[src/rtl/param_frame_aligner_if.sv]
// Byte-stream side and aligner status side of the frame aligner, grouped as one bus.
interface param_frame_aligner_if #(
    parameter int unsigned FRAME_LEN = 12
);
    localparam int unsigned POS_W = $clog2(FRAME_LEN);

    logic [7:0]       rx_data;
    logic             rx_valid;
    logic [POS_W-1:0] fr_byte_position;
    logic             frame_detect;
    logic             frame_start;
    logic             hdr_type;
    logic [7:0]       payload_data;
    logic             payload_valid;
    logic [7:0]       lock_loss_cnt;

    modport master (
        output rx_data, rx_valid,
        input  fr_byte_position, frame_detect, frame_start, hdr_type,
        input  payload_data, payload_valid, lock_loss_cnt
    );

    modport slave (
        input  rx_data, rx_valid,
        output fr_byte_position, frame_detect, frame_start, hdr_type,
        output payload_data, payload_valid, lock_loss_cnt
    );
endinterface

[src/rtl/param_frame_aligner.sv]
// Byte-stream frame aligner: hunts a two-type 2-byte header, tracks byte position,
// locks after LOCK_FRAMES legal frames and unlocks after UNLOCK_BYTES non-aligned bytes.
module param_frame_aligner #(
    parameter int unsigned FRAME_LEN    = 12,
    parameter int unsigned LOCK_FRAMES  = 3,
    parameter int unsigned UNLOCK_BYTES = 48,
    parameter logic [7:0]  HDR_A_LSB    = 8'hAA,
    parameter logic [7:0]  HDR_A_MSB    = 8'hAF,
    parameter logic [7:0]  HDR_B_LSB    = 8'h55,
    parameter logic [7:0]  HDR_B_MSB    = 8'hBA
) (
    input  logic                  clk,
    input  logic                  reset_n,
    param_frame_aligner_if.slave  bus
);
    localparam int unsigned POS_W  = $clog2(FRAME_LEN);
    localparam int unsigned LEG_W  = 4;
    localparam int unsigned NA_W   = 8;
    localparam int unsigned LOSS_W = 8;

    localparam logic [POS_W-1:0]  POS_LAST  = POS_W'(FRAME_LEN - 1);
    localparam logic [POS_W-1:0]  POS_ONE   = POS_W'(1);
    localparam logic [LEG_W-1:0]  LEGAL_MAX = LEG_W'(LOCK_FRAMES);
    localparam logic [NA_W-1:0]   NA_MAX    = NA_W'(UNLOCK_BYTES);
    localparam logic [LOSS_W-1:0] LOSS_MAX  = '1;

    typedef enum logic [1:0] {
        HUNT    = 2'd0,
        HDR_MSB = 2'd1,
        PAYLOAD = 2'd2
    } state_t;

    state_t            state, state_n;
    logic [POS_W-1:0]  pos_q, pos_n;
    logic [LEG_W-1:0]  legal_cnt, legal_n;
    logic [NA_W-1:0]   na_cnt, na_n;
    logic              lsb_type, lsb_type_n;
    logic              hdr_type_q, hdr_type_n;
    logic              frame_start_q, frame_start_n;
    logic [7:0]        payload_data_q, payload_data_n;
    logic              payload_valid_q, payload_valid_n;
    logic              frame_detect_q, frame_detect_n;
    logic [LOSS_W-1:0] loss_q, loss_n;

    logic              is_a_lsb, is_b_lsb, is_lsb, msb_match;
    logic [LEG_W-1:0]  legal_inc;
    logic [NA_W-1:0]   na_inc;
    logic [POS_W-1:0]  pos_inc;
    logic              na_bumped, lock_set, lock_clr;

    assign is_a_lsb  = (bus.rx_data == HDR_A_LSB);
    assign is_b_lsb  = (bus.rx_data == HDR_B_LSB);
    assign is_lsb    = is_a_lsb | is_b_lsb;
    assign msb_match = lsb_type ? (bus.rx_data == HDR_B_MSB) : (bus.rx_data == HDR_A_MSB);
    assign legal_inc = (legal_cnt >= LEGAL_MAX) ? LEGAL_MAX : legal_cnt + LEG_W'(1);
    assign na_inc    = (na_cnt >= NA_MAX) ? NA_MAX : na_cnt + NA_W'(1);
    assign pos_inc   = pos_q + POS_W'(1);

    // Next-state, counters and output values for one accepted byte.
    always_comb begin
        state_n         = state;
        pos_n           = pos_q;
        legal_n         = legal_cnt;
        na_n            = na_cnt;
        lsb_type_n      = lsb_type;
        hdr_type_n      = hdr_type_q;
        frame_start_n   = 1'b0;
        payload_data_n  = payload_data_q;
        payload_valid_n = 1'b0;
        na_bumped       = 1'b0;
        lock_set        = 1'b0;

        if (bus.rx_valid) begin
            case (state)
                HUNT: begin
                    pos_n     = '0;
                    na_n      = na_inc;
                    na_bumped = 1'b1;
                    if (is_lsb) begin
                        lsb_type_n = is_b_lsb;
                        state_n    = HDR_MSB;
                    end else begin
                        legal_n = '0;
                    end
                end
                HDR_MSB: begin
                    if (msb_match) begin
                        pos_n         = POS_ONE;
                        legal_n       = legal_inc;
                        frame_start_n = 1'b1;
                        hdr_type_n    = lsb_type;
                        state_n       = PAYLOAD;
                        lock_set      = (legal_inc == LEGAL_MAX);
                    end else begin
                        pos_n     = '0;
                        legal_n   = '0;
                        na_n      = na_inc;
                        na_bumped = 1'b1;
                        // A header-LSB byte in the MSB slot re-syncs instead of dropping to HUNT.
                        if (is_lsb) begin
                            lsb_type_n = is_b_lsb;
                            state_n    = HDR_MSB;
                        end else begin
                            state_n = HUNT;
                        end
                    end
                end
                PAYLOAD: begin
                    pos_n           = pos_inc;
                    payload_data_n  = bus.rx_data;
                    payload_valid_n = frame_detect_q;
                    if (pos_inc == POS_LAST) begin
                        na_n    = '0;
                        state_n = HUNT;
                    end
                end
                default: begin
                    state_n = HUNT;
                    pos_n   = '0;
                end
            endcase
        end
    end

    // Lock tracking; a simultaneous set beats the clear and suppresses the loss count.
    assign lock_clr = na_bumped && frame_detect_q && (na_cnt != NA_MAX) && (na_n == NA_MAX);

    always_comb begin
        frame_detect_n = frame_detect_q;
        loss_n         = loss_q;
        if (lock_set) begin
            frame_detect_n = 1'b1;
        end else if (lock_clr) begin
            frame_detect_n = 1'b0;
            if (loss_q != LOSS_MAX) begin
                loss_n = loss_q + LOSS_W'(1);
            end
        end
    end

    always_ff @(posedge clk or negedge reset_n) begin
        if (!reset_n) begin
            state           <= HUNT;
            pos_q           <= '0;
            legal_cnt       <= '0;
            na_cnt          <= '0;
            lsb_type        <= 1'b0;
            hdr_type_q      <= 1'b0;
            frame_start_q   <= 1'b0;
            payload_data_q  <= '0;
            payload_valid_q <= 1'b0;
            frame_detect_q  <= 1'b0;
            loss_q          <= '0;
        end else begin
            state           <= state_n;
            pos_q           <= pos_n;
            legal_cnt       <= legal_n;
            na_cnt          <= na_n;
            lsb_type        <= lsb_type_n;
            hdr_type_q      <= hdr_type_n;
            frame_start_q   <= frame_start_n;
            payload_data_q  <= payload_data_n;
            payload_valid_q <= payload_valid_n;
            frame_detect_q  <= frame_detect_n;
            loss_q          <= loss_n;
        end
    end

    assign bus.fr_byte_position = pos_q;
    assign bus.frame_detect     = frame_detect_q;
    assign bus.frame_start      = frame_start_q;
    assign bus.hdr_type         = hdr_type_q;
    assign bus.payload_data     = payload_data_q;
    assign bus.payload_valid    = payload_valid_q;
    assign bus.lock_loss_cnt    = loss_q;

endmodule
[src/flat_wrapper.sv]
// flat-port wrapper written by rule: the top's interface ports become plain ports
module param_frame_aligner_flat 
#(
    parameter int unsigned FRAME_LEN    = 12,
    parameter int unsigned LOCK_FRAMES  = 3,
    parameter int unsigned UNLOCK_BYTES = 48,
    parameter logic [7:0]  HDR_A_LSB    = 8'hAA,
    parameter logic [7:0]  HDR_A_MSB    = 8'hAF,
    parameter logic [7:0]  HDR_B_LSB    = 8'h55,
    parameter logic [7:0]  HDR_B_MSB    = 8'hBA
)
  (clk, reset_n, bus_rx_data, bus_rx_valid, bus_fr_byte_position, bus_frame_detect, bus_frame_start, bus_hdr_type, bus_payload_data, bus_payload_valid, bus_lock_loss_cnt);
  param_frame_aligner_if #(.FRAME_LEN(FRAME_LEN)) bus_i ();
  input  logic clk;
  input  logic reset_n;
  input wire logic [$bits(bus_i.rx_data)-1:0] bus_rx_data;
  input wire logic [$bits(bus_i.rx_valid)-1:0] bus_rx_valid;
  output wire logic [$bits(bus_i.fr_byte_position)-1:0] bus_fr_byte_position;
  output wire logic [$bits(bus_i.frame_detect)-1:0] bus_frame_detect;
  output wire logic [$bits(bus_i.frame_start)-1:0] bus_frame_start;
  output wire logic [$bits(bus_i.hdr_type)-1:0] bus_hdr_type;
  output wire logic [$bits(bus_i.payload_data)-1:0] bus_payload_data;
  output wire logic [$bits(bus_i.payload_valid)-1:0] bus_payload_valid;
  output wire logic [$bits(bus_i.lock_loss_cnt)-1:0] bus_lock_loss_cnt;
  assign bus_i.rx_data = bus_rx_data;
  assign bus_i.rx_valid = bus_rx_valid;
  assign bus_fr_byte_position = bus_i.fr_byte_position;
  assign bus_frame_detect = bus_i.frame_detect;
  assign bus_frame_start = bus_i.frame_start;
  assign bus_hdr_type = bus_i.hdr_type;
  assign bus_payload_data = bus_i.payload_data;
  assign bus_payload_valid = bus_i.payload_valid;
  assign bus_lock_loss_cnt = bus_i.lock_loss_cnt;
  param_frame_aligner #(.FRAME_LEN(FRAME_LEN), .LOCK_FRAMES(LOCK_FRAMES), .UNLOCK_BYTES(UNLOCK_BYTES), .HDR_A_LSB(HDR_A_LSB), .HDR_A_MSB(HDR_A_MSB), .HDR_B_LSB(HDR_B_LSB), .HDR_B_MSB(HDR_B_MSB)) u_core (.clk(clk), .reset_n(reset_n), .bus(bus_i));
endmodule
[config.mk]
export PLATFORM = sky130hd
export DESIGN_NAME = param_frame_aligner_flat
export DESIGN_NICKNAME = d
export VERILOG_FILES = /design/src/rtl/param_frame_aligner_if.sv /design/src/rtl/param_frame_aligner.sv /design/src/flat_wrapper.sv
export SDC_FILE = /design/constraint.sdc
export NUM_CORES = 1
export LEC_CHECK = 0
export ABC_CLOCK_PERIOD_IN_PS = 2400
export CORE_MARGIN = 1.5
export CORE_UTILIZATION = 48
export DETAILED_ROUTE_END_ITERATION = 10
export MAX_ROUTING_LAYER = met4
export PLACE_DENSITY = 0.75
export SETUP_SLACK_MARGIN = 0.05
export SYNTH_ARGS = -nofsm -noshare
export SYNTH_HDL_FRONTEND = slang
export SYNTH_SLANG_ARGS = --single-unit
[constraint.sdc]
create_clock -name clk -period 2.4 [get_ports clk]
set_input_delay 0.48 -clock clk [delete_from_list [all_inputs] [get_ports clk]]
set_output_delay 0.48 -clock clk [all_outputs]
set_load 0.01 [all_outputs]
==> results <==
- The final-layout fill cell count is 309.
- The power per cell area is 453 nW/um^2.
- The number of global-route vias before repair is 1913.
- Max-cap violations in this run came to 0.
- The initialized floorplan defines 24 standard-cell rows.
- The maximum net fanout on the critical path is 7.
- The actual transition at the worst max-transition pin is 0.364 ns.
- Clock tree synthesis selected as its root buffer the cell sky130_fd_sc_hd__clkbuf_8.
- The maximum root-to-sink buffer count is 2.
- The peak clock frequency supported by timing is 0.415 GHz.
- The overall die width is 71.0 um.
- The end of the worst register-to-register path is u_core.bus.lock_loss_cnt[1].
- Summing all flip-flop and latch instances after layout gives 978 sq um.
- Before CTS, the worst setup slack after placement is -0.509 ns.
- The startpoint of the lowest-slack register-to-register path is u_core.bus.fr_byte_position[1].
- The startpoint-to-endpoint class of the critical path is flip-flop to flip-flop.
- Setup repair after global routing could not meet its margin everywhere.
- The data arrival time at the worst-slack endpoint is 2.59 ns.
- After detailed routing, the average wire length per cell comes to 15.5 um.
- The headroom to the max-slew limit is 0.751.
- At the end of routability-driven placement, the weighted congestion stood at 0.835.
- By area, the combinational part of the netlist is dominated by simple AND/OR/NAND/NOR gates.
- Of the total synthesized cell area, the portion taken by full adders, half adders and majority gates is 0.0563.
- The flip-flop and latch count after synthesis is 39.
- For this configuration, the core starts out at a cell density of 0.503.
- The first routing iteration left 88 violations.
- The count of input and output buffers is 34.
- Counting the buffers created by CTS gives 5.
- Counting I/O delays and the setup requirement, the final critical path takes 2.41 ns.
- The worst setup path is launched from a flip-flop.
- In the synthesized netlist the dominant register cell turns out to be sky130_fd_sc_hd__dfrtp_1.
- The number of diodes is 0.
- After synthesis, the share of cell area in mux cells is 0.0654.
- The CTS tree is yes.
- The residual overflow from global routing is 0.
- The number of standard cells after synthesis is 205.
- The number of distinct library cells after synthesis is 54.
- The total routing usage reported by global routing is 0.228.
- After detailed routing, the number of vias per cell comes to 5.59.
- The share of synthesized area occupied by flip-flops and latches is 0.439.
- The initial antenna violation count came to 0.
- Entering global routing, the biggest net connects 28 pins.
- The power after layout is 1.45 mW.
- The area of the core is 4410 sq um.
- The post-synth net total is 226.
- The leakage power of the design is 1.44 nW.
- The xor-xnor portion of the synthesized cell area is 0.0276.
- The multi-input combinational cells in the finished layout cover a total of 1330 sq um.
- The final number of setup-violating endpoints is 3.
- Following the worst setup path forward leads to its endpoint at u_core.bus.lock_loss_cnt[1].
- Dividing the final minimum period by the clock period gives 1.00.
- The clock latency on the worst-skew pair is 0.29 ns.
- The H-tree level count is 2.
- The floorplan die area is 5040 sq um.
- The Yosys step of the flow raised 0 warnings.
- The average instance area after synthesis is 10.8 sq um.
- The largest clock skew in the final design is 0.00576 ns.
- For this run, design rule violations remaining after detail routing come to 0.
- The worst reg2reg path depth is 7.
- Yosys mapped a number of flops with a built-in enable equal to 0.
- The clock drives 39 sinks.
- The first global-routing pass estimated 8780 um of wire.
- The total vias in the final route is 1924.
- Pin placement for this block handled 35 I/O pins.
- The total count of max-transition violations in the final report is 0.
- The flow ran to the end, but the final reports show violations.
- The post-detailed-route count of antenna-violating nets is 0.
- The min-delay analysis places its worst path in the category input pin to asynchronous set/reset pin.
- After clock tree synthesis, the clock-pin slew on the worst setup and hold paths is 0.07 ns.
- The number of detailed-route iterations in the first pass is 4.
- The die extent in y is 71.0 um.
- The internal reg-to-reg setup slack is -0.009 ns.
- The final layout contains routed wiring with a total length of 5340 um.
- The hold violation count in the final report is 0.
- The worst-case IR drop observed on VDD is 314 uV.
- Relative to the synthesized area, the layout overhead comes to 43.9%.
- The final setup slack of the worst path is -0.00916 ns.
- The worst setup path is captured at a flip-flop.
- The checks that failed: negative setup slack.
- The first element of the critical path is u_core.bus.fr_byte_position[1].
- For this run, the post-layout net count is 312.
- Hold repair after CTS inserted 0 buffers.
- The post-detailed-placement half-perimeter wirelength is 3720 um.
- At the worst endpoint, the required time is 2.58 ns.
- The post-synthesis async set-or-reset flop share is 1.00.
- In this run the cell area of the synthesized design comes to 2220 sq um.
- The area share of and/or/nand/nor cells after synthesis is 0.215.
- In the final layout, the share of cells above drive strength 1 is 0.336.
- The compound-cell area share of the yosys netlist was 0.174.
-- power breakdown --
part	total (mW)	switching (mW)	internal [mW]	leakage, nW
combinational	0.287	0.156	0.132	0.857
sequential	0.739	0.0554	0.683	0.537
clock	0.423	0.219	0.204	0.0422
total	1.45	0.430	1.02	1.44
-- synthesized netlist by cell type, types with 2 or more instances --
master	count	area share
sky130_fd_sc_hd__nor4_2	6	0.034
sky130_fd_sc_hd__o21ai_0	15	0.034
sky130_fd_sc_hd__a32o_1	2	0.0090
sky130_fd_sc_hd__a21oi_1	6	0.014
sky130_fd_sc_hd__dfrtp_1	39	0.44
sky130_fd_sc_hd__clkbuf_1	2	0.0034
sky130_fd_sc_hd__nor3_1	3	0.0068
sky130_fd_sc_hd__nand2_1	19	0.032
sky130_fd_sc_hd__nand2b_1	3	0.0085
sky130_fd_sc_hd__inv_1	11	0.019
sky130_fd_sc_hd__o21ai_1	2	0.0045
sky130_fd_sc_hd__xor2_1	7	0.028
sky130_fd_sc_hd__ha_1	10	0.056
sky130_fd_sc_hd__nand3b_1	2	0.0068
sky130_fd_sc_hd__nor2b_1	3	0.0085
sky130_fd_sc_hd__nand3_1	6	0.014
sky130_fd_sc_hd__nor2_1	7	0.012
sky130_fd_sc_hd__and3_2	2	0.0068
sky130_fd_sc_hd__nand4_1	3	0.0085
sky130_fd_sc_hd__nand4bb_1	3	0.015
sky130_fd_sc_hd__and3_1	6	0.017
sky130_fd_sc_hd__mux2_2	11	0.056
sky130_fd_sc_hd__and2_1	6	0.017
-- registers in the layout, indices dropped and copies added, names as in the netlist --
signal,flops
u_core.state,2
u_core.bus.hdr_type,1
u_core.bus.lock_loss_cnt,8
u_core.legal_cnt,4
u_core.bus.payload_data,8
u_core.bus.fr_byte_position,4
u_core.bus.frame_detect,1
u_core.bus.payload_valid,1
u_core.na_cnt,8
u_core.bus.frame_start,1
u_core.lsb_type,1
-- cells in the final DEF (no fill, tap or decap), drive strengths merged, types with 2 or more instances in the layout --
| cell | synthesis | layout |
|---|---|---|
| a31oi | 2 | 2 |
| clkbuf | 2 | 7 |
| a21bo | 2 | 2 |
| nor3 | 4 | 4 |
| dfrtp | 39 | 39 |
| a21o | 3 | 3 |
| nand2 | 19 | 19 |
| nand3 | 7 | 7 |
| o31ai | 2 | 2 |
| nand2b | 3 | 3 |
| and3 | 8 | 8 |
| xor2 | 7 | 7 |
| nor2b | 3 | 3 |
| nand3b | 2 | 2 |
| dlygate4sd2 | 0 | 7 |
| nand4 | 3 | 3 |
| inv | 11 | 11 |
| o21ai | 17 | 17 |
| clkdlybuf4s50 | 0 | 25 |
| nor2 | 8 | 8 |
| nand4bb | 3 | 3 |
| nor4 | 6 | 6 |
| a21oi | 6 | 6 |
| a32o | 2 | 2 |
| ha | 10 | 10 |
| a2111oi | 2 | 2 |
| mux2 | 12 | 12 |
| buf | 0 | 48 |
| o22ai | 2 | 2 |
| and2 | 6 | 6 |
-- how the worst min path moves through the flow --
stage,startpoint,endpoint
3_5_place_dp,reset_n,u_core.bus.payload_data[7]
4_1_cts,reset_n,u_core.legal_cnt[1]
5_1_grt,reset_n,u_core.bus.lock_loss_cnt[7]
2_1_floorplan,reset_n,u_core.bus.fr_byte_position[0]
6_report,reset_n,u_core.bus.lock_loss_cnt[1]
3_3_place_gp,reset_n,u_core.bus.payload_data[7]
-- per-layer routing --
metal,GRT usage,up-vias,routed length [um]
li1,-,923,-
met1,0.272,945,2390
met2,0.381,47,2640
met3,0.0456,9,214
met4,0.0860,0,89
met5,-,-,0
-- per-stage QoR --
step	area [sq um]	utilization	setup TNS [ns]	cells	hold WS [ns]
floorplan	2230	-	0	205	0.184
global placement	2930	0.663	-3.80	330	0.375
detailed placement	2930	0.663	-4.64	330	0.378
CTS	3130	0.708	0	341	0.0592
global route	3200	0.724	-0.934	344	0.0809
finish	3200	0.724	-0.0149	344	0.0632
-- what timing repair did --
| action | CTS | global route |
|---|---|---|
| hold endpoints to repair | 0 | 0 |
| pin swaps | 16 | 16 |
| setup buffers | 3 | 3 |
| gates resized for setup | 26 | 13 |
| cloned | 0 | 0 |
| endpoints found under the setup margin | 9 | 9 |
-- critical path, stage by stage, from the launching register on --
cell and delay (ns):
sky130_fd_sc_hd__dfrtp_2 0.47, sky130_fd_sc_hd__a21bo_4 0.25, sky130_fd_sc_hd__a2111oi_4 0.43, sky130_fd_sc_hd__o22ai_4 0.18
sky130_fd_sc_hd__a31oi_4 0.20, sky130_fd_sc_hd__o2111ai_4 0.20, sky130_fd_sc_hd__nor3_4 0.24, sky130_fd_sc_hd__mux2_4 0.31
-- kinds of logic (layout without fill, tap and decap cells) --
group	Yosys count	in the layout
and+or+nand+nor	76	76
muxes	13	13
xor gates and xnor gates	7	7
adders and majority gates	10	10
buffers and inverters	13	100
AOI/OAI and AO/OA	47	47
DFF	39	39
-- area by class of cell --
type	count	share of cell area
sequential	39	0.306
timing repair buffer	81	0.221
multi-input combinational	153	0.414
clock inverter	1	0.00157
inverter	11	0.0129
tap	52	0.0204
clock buffer	7	0.0239
Power figures use the tool's default switching activity.
